--- src/rtl/dcb_config_loader.sv ---
// Serial configuration loader for a connection block. Bits are shifted into a
// shadow register and committed to the switch-control word c in a single step,
// so the connection block never sees a partially loaded configuration.
module dcb_config_loader #(
  parameter int unsigned W       = 16,
  parameter int unsigned DATAIN  = 3,
  parameter int unsigned DATAOUT = 2
) (
  input  logic                             clk,
  input  logic                             rst_n,
  input  logic                             cfg_start,
  input  logic                             cfg_bit,
  input  logic                             cfg_valid,
  output logic                             cfg_ready,
  output logic                             cfg_out,
  output logic [W*(DATAIN+DATAOUT)-1:0]    c,
  output logic                             cfg_done,
  output logic                             busy
);

  localparam int unsigned CW   = W * (DATAIN + DATAOUT);
  localparam int unsigned CNTW = $clog2(CW + 1);

  typedef enum logic [1:0] {StIdle, StShift, StCommit} state_t;

  state_t          state_q;
  logic [CNTW-1:0] cnt_q;
  logic [CW-1:0]   shadow_q;
  logic            hs;

  // cfg_ready is only ever high in SHIFT, so it doubles as the state qualifier.
  assign hs = cfg_valid & cfg_ready;

  // Loader FSM with shadow register, bit counter and registered outputs.
  always_ff @(posedge clk or negedge rst_n) begin
    if (!rst_n) begin
      state_q   <= StIdle;
      cnt_q     <= '0;
      shadow_q  <= '0;
      c         <= '0;
      cfg_out   <= 1'b0;
      cfg_ready <= 1'b0;
      cfg_done  <= 1'b0;
      busy      <= 1'b0;
    end else begin
      unique case (state_q)
        StIdle: begin
          if (cfg_start) begin
            state_q   <= StShift;
            cnt_q     <= '0;
            cfg_ready <= 1'b1;
            busy      <= 1'b1;
          end
        end
        StShift: begin
          if (hs) begin
            shadow_q <= {shadow_q[CW-2:0], cfg_bit};
            cfg_out  <= shadow_q[CW-1];
          end
          if (cfg_start) begin
            // Restart: a bit accepted in the same cycle is the first of the new load.
            cnt_q <= hs ? CNTW'(1) : '0;
          end else if (hs) begin
            if (cnt_q == CNTW'(CW - 1)) begin
              state_q   <= StCommit;
              cnt_q     <= CNTW'(CW);
              cfg_ready <= 1'b0;
              cfg_done  <= 1'b1;
            end else begin
              cnt_q <= cnt_q + CNTW'(1);
            end
          end
        end
        StCommit: begin
          c        <= shadow_q;
          state_q  <= StIdle;
          cfg_done <= 1'b0;
          busy     <= 1'b0;
        end
        default: begin
          state_q   <= StIdle;
          cfg_ready <= 1'b0;
          cfg_done  <= 1'b0;
          busy      <= 1'b0;
        end
      endcase
    end
  end

endmodule
--- config.mk ---
export PLATFORM = sky130hd
export DESIGN_NAME = dcb_config_loader
export DESIGN_NICKNAME = d
export VERILOG_FILES = /design/src/rtl/dcb_config_loader.sv
export SDC_FILE = /design/constraint.sdc
export NUM_CORES = 1
export LEC_CHECK = 0
export ABC_AREA = 0
export CORE_MARGIN = 2
export CORE_UTILIZATION = 35
export DETAILED_ROUTE_END_ITERATION = 10
export GPL_ROUTABILITY_DRIVEN = 0
export PLACE_DENSITY = 0.65
export RECOVER_POWER = 100
export SYNTH_ARGS = -nofsm -noshare
export SYNTH_HDL_FRONTEND = slang
export SYNTH_SLANG_ARGS = --single-unit
--- constraint.sdc ---
create_clock -name clk -period 3.65 [get_ports clk]
set_clock_uncertainty 0.15 [all_clocks]
set_input_delay 0.73 -clock clk [delete_from_list [all_inputs] [get_ports clk]]
set_output_delay 0.73 -clock clk [all_outputs]
set_load 0.01 [all_outputs]
# Word-level counts from Yosys, hierarchy flattened
# Cells that the tools add are included.
word_totals:
  register_bits: 173
  inputBits: 5
  output_inout_bits: 84
  wordCells: 50
op_classes:
  addsub: 1
  eq_ne: 8
  mux: 21
  n_bitwise: 4
  reduce_logical: 8
ops:
  columns: ["operator", "n"]
  rows:
  - ["$mux W7", 4]
  - ["$pmux W7 S2", 1]
  - ["$mux W1", 8]
  - ["$mux W2", 4]
  - ["$ne A2 B2 Y1 const B", 4]
  - ["$reduce_and A4 Y1", 2]
  - ["$add A7 B1 Y7 const B", 1]
  - ["$eq A7 B7 Y1 const B", 1]
  - ["$reduce_and A5 Y1", 1]
  - ["$pmux W1 S2", 2]
  - ["$pmux W2 S2", 1]
  - ["$reduce_and A2 Y1", 2]
  - ["$ne A3 B3 Y1 const B", 1]
  - ["$not A1 Y1", 3]
  - ["$pmux W1 S3", 1]
  - ["$reduce_and A3 Y1", 1]
  - ["$eq A2 B1 Y1 const B", 1]
  - ["$eq A2 B2 Y1 const B", 1]
  - ["$logic_not A2 Y1", 1]
  - ["$reduce_bool A2 Y1", 1]
  - ["$and A1 B1 Y1", 1]

# Logic depth before layout (Yosys ltp)
depth:
  word_depth: 5
  depth_mapped: 6
  ltp_nobuf: 4

# Least setup slack after synthesis
# No wires, ideal clock.
synth_path:
  path_type: "input port to flip-flop"
  start: "in cfg_valid"
  end: "reg cnt_q[6]"
  setup_time_ns: 0.138
  arrival_time_ns: 1.449
  t_required_ns: 3.362
  slack_ns: 1.913
  stages: 4
  path_buffers: 1
  cell_sequence: "nand4b_1 -> buf_2 -> o311ai_1 -> o41ai_2"
synth_via:
  elab_chain_cells: 3
synth_rtl:
  columns: ["element", "line_no", "source"]
  rows:
  - ["start: declaration", "13", "input logic cfg_valid,"]
  - ["$and A1 B1 Y1", "32", "assign hs = cfg_valid & cfg_ready;"]
  - ["$ne A3 B3 Y1 (no line)", null, null]
  - ["$reduce_and A3 Y1 (no line)", null, null]
  - ["end signal: assignment", "62", "cnt_q <= hs ? CNTW'(1) : '0;"]
  - ["end signal: assignment", "66", "cnt_q <= CNTW'(CW);"]
  - ["end signal: assignment", "70", "cnt_q <= cnt_q + CNTW'(1);"]
  - ["end: declaration", "27", "logic [CNTW-1:0] cnt_q;"]
# Every way passes these cells.
# A chain may end at the register's enable or synchronous reset.

# Final worst setup path
layout_path:
  start: "reg state_q[1]"
  end: "reg c[26]"
layout_via:
  elab_chain_cells: 1
layout_rtl:
  columns: ["element", "line_no", "source"]
  rows:
  - ["start: declaration", "26", "state_t state_q;"]
  - ["start signal: assignment", "37", "state_q <= StIdle;"]
  - ["start signal: assignment", "49", "state_q <= StShift;"]
  - ["start signal: assignment", "65", "state_q <= StCommit;"]
  - ["$eq A2 B2 Y1", "46", "unique case (state_q)"]
  - ["end signal: assignment", "75", "c <= shadow_q;"]
  - ["end: declaration", "16", "output logic [W*(DATAIN+DATAOUT)-1:0] c,"]
# Every way passes these cells.

==> impl_metrics.toml <==
[logic_synthesis]
synth_warnings = 0
synth.most_common_cell = "nand2_1"
yosysSeqAreaShare_pct = 64.7
synth_top_family_by_area = "simple AND/OR/NAND/NOR gates"
synth_nets = 587
synthTopCellsByArea = "dfrtp_1 (65%), nand2_1 (14%), mux2_2 (10%)"
synth_xor_area_share_pct = 0
syn_area_per_cell_sq_um = 11.5
synth_fa_ha_area_share_pct = 0.187
synth_top_area_share_pct = 64.7
synthSimpleGateAreaFrac_pct = 16.8
synth.mux.area_fraction_pct = 13.5
synth_compound_area_share_pct = 1.70
syn_inst = 581
async_flop_share_pct = 100
synth_cell_types = 36
syn_area_sq_mm = 0.00669
synth_top_area_cell = "dfrtp_1"
synth_edf_count = 0
ys.flop_type = "dfrtp_1"
synth_seq_cells = 173
synth_common_cells = "nand2_1 (248), dfrtp_1 (173), mux2_2 (62)"

[worst_setup_path]
crit_fanout = 80
cp_slowest_cell = "nand2_2"
critPathArrivalTime_ns = 2.89
critPathMaxStageDelay_ns = 1.09
criticalPathCategory = "flop to flop"
cp_num_buf_inv = 0
reg2reg_slack_ns = 0.90
cp-end-kind = "flop"
crit_family = "simple AND/OR/NAND/NOR gates"
worstPathRequired_ns = 3.79
start_kind = "flop"
path_cells = "nand2_2 -> mux2_1"

[global_route]
grt_pass1_wl_mm = 21.2
grt.total_usage_pct = 13.3
overflow = 0
antenna_found_initial = 0
grt_start_max_net_pins = 88
grt_pass1_vias = 4269

[pwr]
powerDensity_mw_per_mm2 = 485
power_mw = 4.03
clkPwrFrac_pct = 45.2
pwr-share-seq_pct = 50.7
p_comb_share_pct = 4.1
leakage_nw = 4.58
power_switching_mw = 0.896
internal_power_mw = 3.13
vdd_drop_max_v = 0.000320
sw_frac_of_total_pct = 22.2

[die]
core_sq_mm = 0.0187
die_y_um = 142
io_pins = 89
std_cell_rows = 50
die_x_um = 142
die_area_sq_mm = 0.0202
initial_core_util_pct = 35.8

[detailed_routing]
finalWirelength_mm = 12.4
wl_per_cell_um = 13.6
drtPass1Iterations = 5
top_layer_used = "met4"
drtIter0Drc = 315
dr_wl_met3_um = 600
vias = 4253
vias_per_cell = 4.67
drt-met1-wl_mm = 5.69
drtAntennaViolNets = 0
met2_length_mm = 5.97
route.detailed.drc = 0

[sta]
setup_viol = 0
fmax_mhz = 364
rsz0062_at_grt = "false"
hold_violations = 0
finalSetupTns_ns = 0
min_period_ns = 2.75
slew_violations = 143
slew_headroom_pct = -27.1
finalCritPeriodShare_pct = 75.3
worst_pin_slew_ns = 1.90

[clock_network]
ctsHoldBuffers = 0
cts_tree = "built"
cts_buffer_depth = 2
clk_latency_ns = 0.42
cts_root_buffer = "clkbuf_16"
post_cts_buffers = 0
clock-sinks = 173
clk_pin_slew_worst_paths_ns = 0.06
cts-resized-gates = 0
h-tree-depth = 4
cts_made_buffers = 17

[cells_and_area]
drive_above_1_share_pct = 14.8
n_antenna_cell = 0
fin_nets = 669
multi_input_area_sq_mm = 0.00213
area_growth_pct = 24.3
n_fill_cell = 1674
register_area_sq_mm = 0.00433

[placed_design]
dp_hpwl_mm = 7.90
port_buffers = 88

[status]
status = "complete, but fails checks"
violations = "max-capacitance violations, max-slew violations"

[flow_run]
drv_cap = 2

[hold_path]
hold_path_class = "flop to flop"
-- worst paths after layout --
path,end,start,depth (start not counted)
worst min-delay path,cfg_out$_DFFE_PN0P_,cfg_out$_DFFE_PN0P_,2
min in group asynchronous,c[53]$_DFFE_PN0N_,rst_n,1
max in group asynchronous,shadow_q[35]$_DFFE_PN0P_,rst_n,2
worst min register to register,cfg_out$_DFFE_PN0P_,cfg_out$_DFFE_PN0P_,2
worst max register to register,c[26]$_DFFE_PN0N_,state_q[1]$_DFFE_PN0P_,2
worst max-delay path,c[26]$_DFFE_PN0N_,state_q[1]$_DFFE_PN0P_,2
-- layout make-up --
class                   instances  share of cell area [%]
clock buffers                  24                    6.03
clock inverters                 8                    1.26
inverters                       6                   0.271
multi-input cells             372                    25.6
flip-flops and latches        173                    52.1
well taps                     234                    3.52
repair buffers                 93                    11.2
-- cell families (layout without fill, tap and decap cells) --
| logic type | Yosys count | in the layout |
|---|---|---|
| buf+inv | 36 | 131 |
| compound gates | 16 | 16 |
| simple gates | 275 | 275 |
| fa+ha+maj | 1 | 1 |
| mux | 80 | 80 |
| flops | 173 | 173 |
-- through the flow --
step / utilization [%] / cells / hold slack, ns / cell area (sq um) / setup WS (ns)
floorplan: - / 581 / 0.284 / 6690 / 1.91
global placement: 41.4 / 878 / 0.320 / 7750 / 0.973
detailed placement: 41.4 / 878 / 0.322 / 7750 / 0.826
CTS: 44.7 / 910 / 0.153 / 8350 / 1.30
global route: 44.4 / 910 / 0.361 / 8310 / 0.656
finish: 44.4 / 910 / 0.338 / 8310 / 0.903
-- per-layer routing --
layer	up-vias	global-route usage, %
li1	2041	-
met2	96	20.9
met3	14	4.44
met5	-	0
met1	2102	17.1
met4	0	5.05
-- state kept, by name (all words and copies together), names as in the netlist --
name / flops
cnt_q: 7
c: 80
shadow_q: 80
busy: 1
cfg_out: 1
cfg_done: 1
cfg_ready: 1
state_q: 2
-- worst register-to-register path: stages (launching register included) --
cell and delay, ns:
dfrtp_1 0.54, nand2_2 1.09, mux2_1 0.84
-- cells in the final DEF (no fill, tap or decap), types with 2 or more instances in the layout --
master,netlist,layout
nand2_1,248,247
dfrtp_1,173,173
dlygate4sd3_1,0,86
mux2_2,62,61
mux2_1,18,19
clkbuf_16,0,17
inv_1,6,6
nand3_1,5,5
o21ai_0,5,5
clkbuf_8,0,5
nor4_1,3,4
nor2_1,4,4
clkinvlp_4,0,3
clkbuf_2,0,3
nor3_1,2,2
nand2b_1,2,2
or3_1,2,2
a21oi_1,2,2
o41ai_1,1,2
bufinv_16,0,2
clkbuf_1,8,2
buf_12,0,2
-- power groups by stage --
stage	registers [mW]	logic, mW	clock network [mW]
floorplan	2.06	0.105	0
global placement	2.07	0.163	0
detailed placement	2.08	0.174	0
CTS	2.04	0.173	1.87
global route	2.05	0.193	1.96
finish	2.04	0.165	1.82
Note: power is estimated with default switching activity, not from simulation.
